**src/rtl/gpu_int_seq.sv**
```systemverilog
// rtl/gpu_int_seq.sv - GPU interrupt sequencer: edge latch, mask, priority, req/ack injection
module gpu_int_seq #(
  parameter int          NSRC      = 5,
  parameter logic [23:0] VEC_BASE  = 24'hF03000,
  parameter int          VEC_SHIFT = 4
) (
  input  logic            clk,
  input  logic            reset_n,
  input  logic [NSRC-1:0] irq_src,
  input  logic            go,
  input  logic            flagwr,
  input  logic [31:0]     gpu_din,
  input  logic            int_ack,
  output logic            int_req,
  output logic [23:0]     int_addr,
  output logic [2:0]      int_num,
  output logic            imask,
  output logic [NSRC-1:0] int_ena,
  output logic [NSRC-1:0] int_lat
);

  typedef enum logic {S_IDLE, S_REQ} state_t;

  state_t          r_state;
  state_t          w_next;
  logic [NSRC-1:0] r_src_d;
  logic [NSRC-1:0] r_lat;
  logic [NSRC-1:0] r_ena;
  logic            r_imask;
  logic            r_req;
  logic [2:0]      r_num;
  logic [23:0]     r_addr;

  logic [NSRC-1:0] w_rise;
  logic [NSRC-1:0] w_clr;
  logic [NSRC-1:0] w_pend;
  logic [2:0]      w_sel;
  logic [23:0]     w_vec;
  logic            w_launch;
  logic            w_ack_take;
  logic            w_unused_din;

  assign w_rise       = irq_src & ~r_src_d;
  assign w_clr        = flagwr ? gpu_din[13:9] : '0;
  assign w_pend       = r_lat & r_ena;
  assign w_vec        = VEC_BASE + ({21'b0, w_sel} << VEC_SHIFT);
  assign w_unused_din = ^{gpu_din[31:14], gpu_din[2:0]};

  // Highest pending index wins
  always_comb begin
    w_sel = 3'd0;
    for (int i = 0; i < NSRC; i++) begin
      if (w_pend[i]) w_sel = i[2:0];
    end
  end

  always_comb begin
    w_next     = r_state;
    w_launch   = 1'b0;
    w_ack_take = 1'b0;
    case (r_state)
      S_IDLE: begin
        if (go && !r_imask && (|w_pend)) begin
          w_next   = S_REQ;
          w_launch = 1'b1;
        end
      end
      S_REQ: begin
        if (int_ack) begin
          w_next     = S_IDLE;
          w_ack_take = 1'b1;
        end else if (!go) begin
          w_next = S_IDLE;
        end
      end
      default: w_next = S_IDLE;
    endcase
  end

  always_ff @(posedge clk or negedge reset_n) begin
    if (!reset_n) begin
      r_state <= S_IDLE;
      r_src_d <= '0;
      r_lat   <= '0;
      r_ena   <= '0;
      r_imask <= 1'b0;
      r_req   <= 1'b0;
      r_num   <= 3'd0;
      r_addr  <= VEC_BASE;
    end else begin
      r_state <= w_next;
      r_src_d <= irq_src;
      // A set on the same edge as an INT_CLR takes precedence
      r_lat   <= (r_lat & ~w_clr) | (w_rise & r_ena);
      if (flagwr) r_ena <= gpu_din[8:4];
      if (w_ack_take) r_imask <= 1'b1;
      else if (flagwr && !gpu_din[3]) r_imask <= 1'b0;
      r_req <= (w_next == S_REQ);
      if (w_launch) begin
        r_num  <= w_sel;
        r_addr <= w_vec;
      end
    end
  end

  assign int_req  = r_req;
  assign int_addr = r_addr;
  assign int_num  = r_num;
  assign imask    = r_imask;
  assign int_ena  = r_ena;
  assign int_lat  = r_lat;

endmodule

```
**config.mk**
```make
export PLATFORM = sky130hd
export DESIGN_NAME = gpu_int_seq
export DESIGN_NICKNAME = d
export VERILOG_FILES = /design/src/rtl/gpu_int_seq.sv
export SDC_FILE = /design/constraint.sdc
export NUM_CORES = 1
export LEC_CHECK = 0
export CORE_MARGIN = 1
export CORE_UTILIZATION = 50
export CTS_CLUSTER_DIAMETER = 80
export DETAILED_ROUTE_END_ITERATION = 8
export DONT_BUFFER_PORTS = 1
export HOLD_SLACK_MARGIN = 0.03
export MAX_ROUTING_LAYER = met4
export PLACE_DENSITY = 0.64
export SLEW_MARGIN = 20
export SYNTH_ARGS = -nofsm -noshare
export SYNTH_HDL_FRONTEND = slang
export SYNTH_SLANG_ARGS = --single-unit
```
**constraint.sdc**
```tcl
create_clock -name clk -period 3.8 [get_ports clk]
set_clock_uncertainty 0.2 [all_clocks]
set_input_delay 0.19 -clock clk [delete_from_list [all_inputs] [get_ports clk]]
set_output_delay 0.19 -clock clk [all_outputs]
set_load 0.02 [all_outputs]
```
# --- Word level (Yosys, flattened, before mapping) ---
# Index checks and enable logic that the tools add are counted.
word_totals:
  ff_bits: 44
  inputBits: 42
  wordCells: 37
op_classes:
  add_sub_neg: 1
  n_mux: 14
  bitwise: 8
  n_reduce_logical: 7
ops:
  columns: ["op", "count"]
  rows:
  - ["$add 21x8->22 const A", 1]
  - ["$and 5x5->5", 4]
  - ["$not 5->5", 2]
  - ["$mux 1", 9]
  - ["$mux 5", 1]
  - ["$or 5x5->5", 1]
  - ["$reduce_or 5->1", 1]
  - ["$mux 2", 2]
  - ["$logic_and 1x1->1", 3]
  - ["$mux 3", 1]
  - ["$logic_not 1->1", 2]
  - ["$pmux 1 s2", 1]
  - ["$reduce_bool 2->1", 1]
  - ["$not 1->1", 1]

# --- Logic depth before layout (Yosys ltp) ---
depth:
  ltp_word: 6
  depth_mapped: 4

# --- Worst setup path after synthesis ---
# Ideal clock, no wire load.
synth_path:
  path_kind: "reg-to-reg"
  start: "reg r_ena[1] (netlist: int_ena[1])"
  end: "reg r_req (netlist: int_req)"
  setup_ps: 120
  arrival_time_ps: 1163
  path_slack_ps: 2317
  stages_incl_launch_ff: 4
  synth_period_minus_slack_ps: 1483
  path_cell_list: "dfrtp_1 -> a222oi_1 -> a21oi_1 -> a31o_1"
synth_via:
  elab_chain_cells: 5
synth_rtl:
  columns: ["item", "line_no", "source"]
  rows:
  - ["start, declared", "28", "logic [NSRC-1:0] r_ena;"]
  - ["start signal, assigned", "95", "if (flagwr) r_ena <= gpu_din[8:4];"]
  - ["$and 5x5->5", "45", "assign w_pend = r_lat & r_ena;"]
  - ["$reduce_or 5->1", "63", "if (go && !r_imask && (|w_pend)) begin"]
  - ["$logic_and 1x1->1", "63", null]
  - ["$mux 1", "63", null]
  - ["$pmux 1 s2", "61", "case (r_state)"]
  - ["via w_next", "25", "state_t w_next;"]
  - ["end signal, assigned", "98", "r_req <= (w_next == S_REQ);"]
  - ["end, declared", "30", "logic r_req;"]
# The timed path passes the listed nets, and every way through them passes these cells.
# A chain may end at the register's enable or synchronous reset.

# --- Final worst setup path ---
layout_path:
  start: "in flagwr"
  end: "reg r_imask (netlist: imask)"
layout_via:
  elab_chain_cells: 2
layout_rtl:
  columns: ["item", "line_no", "source"]
  rows:
  - ["start, declared", "11", "input logic flagwr,"]
  - ["$logic_and 1x1->1", "97", "else if (flagwr && !gpu_din[3]) r_imask <= 1'b0;"]
  - ["$reduce_bool 2->1 (no source line)", null, null]
  - ["end signal, assigned", "86", "r_imask <= 1'b0;"]
  - ["end signal, assigned", "96", "if (w_ack_take) r_imask <= 1'b1;"]
  - ["end signal, assigned", "97", null]
  - ["end, declared", "29", "logic r_imask;"]
# No other way between the ends.

==> results.txt <==
clock transition at the registers of the reported paths: 0.12 ns
WP buf/inv: 2
Post-Route Setup TNS: 0 ns
vias: 613
maximum root-to-sink buffer count: 2
DIE HEIGHT: 46.1 um
Final Hold Fails: 0
Slew Limit Fails: 0
DRC Markers: 0
antenna violations before repair: 0
Final Util: 0.647
drt total wl: 1.70 mm
Worst-Margin Slew: 0.877 ns
I/O pins: 81
vias per cell: 4.57
Area contributors post-synth: dfrtp_1, buf_4, mux2_2
# resized after CTS: 0
synthesized area: 971 um2
number of global-route vias before repair: 594
IO Port Bufs: 0
syn avg cell area: 10.7 um2
largest net degree at the start of global routing: 21
Largest delay share family, worst path: buffers and inverters
CTS Buf Count: 3
net count of the finished layout: 152
Slew headroom: 0.413
crit-path cells: dlygate4sd3_1 > nand2b_1 > a22o_1 > dlygate4sd3_1
Slowest cell on crit path: dlygate4sd3_1
synthesis-to-layout area growth: 17.5%
DRT iter0 DRCs: 13
leakage power: 0.537 nW
CP required: 3.79 ns
CP Data Arrival Time: 1.83 ns
period utilization: 0.484
CTS HTree Levels: 1
Initial DRT Pass Iterations: 4
Die Width: 46.1 um
RSZ-0062 raised after global routing: false
crit-path max cell delay: 0.80 ns
Synth Register Bits: 20
CP startpoint kind: input pin
global placement routability congestion: 0.715
drt wl/cell: 12.7 um
first-pass GRT wire length: 2.69 mm
total core area: 0.00176 mm2
maximum VDD drop: 357 uV
Final HPWL DP: 1.05 mm
run status: complete, no violations
most common cell after layout, fill and taps aside: conb_1
Synth cell types: 21
worst hold slack: 0.0480 ns
final setup fails: 0
placed cell count: 110
cell taking the most area after synthesis: dfrtp_1
Core Rows: 15
PnR worst setup slack: 1.96 ns
minimum period implied by the final worst setup slack: 1.84 ns
Worst setup EP type: flip-flop
gr ovfl total: 0
starting density of the core: 0.550
clk sinks: 20
Tot GR Track Use: 0.194
Worst-Skew Late Latency: 0.29 ns
fraction of layout cells with a size suffix above 1: 0.110
max frequency: 544 MHz
clock tree from TritonCTS: yes
pre-CTS setup slack: 2.20 ns
root buffer cell: clkbuf_4
Post-Syn Instances: 91
leading cell types in the layout, fill and taps excluded: conb_1, dlygate4sd3_1, dfrtp_1
CP dominant cell by count: dlygate4sd3_1
post-synth top area share: 0.515
worst min-delay path category: in -> reg
power per cell area: 557 mW/mm2
Ant. Diodes: 0
max_cap viols: 0
critical path type: in -> reg
Seq/Total Area, Yosys: 0.515
Layout Cells excl Fill: 134
crit-path max FO: 11
Yosys warning count: 0
post-route ant nets: 0
die area: 0.00212 mm2
==> registers in the layout, summed over array words and instances, names as in the netlist <==
register	count
int_addr	3
int_req	1
int_lat	5
r_src_d	5
imask	1
int_ena	5
==> stage by stage <==
| step | area, um2 | power, mW |
|---|---|---|
| after global routing | 1140 | 0.668 |
| after detailed placement | 888 | 0.441 |
| final | 1140 | 0.636 |
| after floorplan | 1040 | 0.460 |
| after CTS | 1140 | 0.637 |
| after global placement | 888 | 0.438 |
==> synth_stat cells <==
| cell type | n |
|---|---|
| inv_1 | 4 |
| a21oi_1 | 2 |
| a22oi_1 | 1 |
| a31o_1 | 1 |
| o21ai_0 | 1 |
| a22o_1 | 1 |
| a32oi_1 | 1 |
| buf_4 | 24 |
| nand2b_4 | 1 |
| conb_1 | 2 |
| nand2_1 | 15 |
| o22ai_1 | 2 |
| a32o_1 | 1 |
| or3b_4 | 1 |
| o21ai_1 | 5 |
| mux2_2 | 5 |
| a22oi_2 | 1 |
| buf_2 | 1 |
| nand2b_1 | 1 |
| dfrtp_1 | 20 |
| a222oi_1 | 1 |
==> timing repair <==
action,CTS,global route
buffers inserted,0,0
hold buffers,20,0
setup endpoints to repair,0,0
hold endpoints to repair,37,0
==> final timing paths <==
| check | startpoint | cells past startpoint | end | slack, ns |
|---|---|---|---|---|
| setup / recovery | flagwr | 4 | imask | 1.96 |
| hold / removal | go | 2 | int_addr[6] | 0.05 |
| setup reg to reg | int_ena[1] | 3 | int_req | 2.17 |
| hold reg to reg | r_src_d[1] | 1 | int_lat[1] | 0.22 |
| max in group asynchronous | reset_n | 1 | r_src_d[3] | 2.62 |
| min in group asynchronous | reset_n | 1 | int_lat[1] | 0.25 |
==> worst register-to-register path, stage by stage (launching register included) <==
cell and delay (ns):
dfrtp_1 0.53, a222oi_1 0.44, a21oi_1 0.16, a31o_1 0.20
==> final cells by class <==
cell class	instances	area (um2)
fillers	135	623
repair buffers	20	200
multi-input cells	61	342
well taps	25	31.3
clock inverters	1	30.0
inverters	4	15.0
clock buffers	3	22.5
flip-flops and latches	20	500
==> report_power, final <==
part,internal [mW],total (mW),switching [mW]
clock,0.106,0.170,0.0638
sequential,0.249,0.352,0.103
combinational,0.0564,0.113,0.0565
total,0.412,0.636,0.224
==> per-layer routing <==
metal | global-route usage | wire length (um)
met1 | 0.221 | 702
met2 | 0.310 | 851
met3 | 0.0588 | 133
met4 | 0.0941 | 17
met5 | - | 0
==> cell families after synthesis <==
logic type | count (synthesis) | share of synthesized area
buffers and inverters | 29 | 0.206
DFF | 20 | 0.515
and+or+nand+nor | 18 | 0.0902
muxes | 5 | 0.0580
AOI/OAI and AO/OA | 17 | 0.122
other | 2 | 0.00773
(Power assumes the default switching activity.)
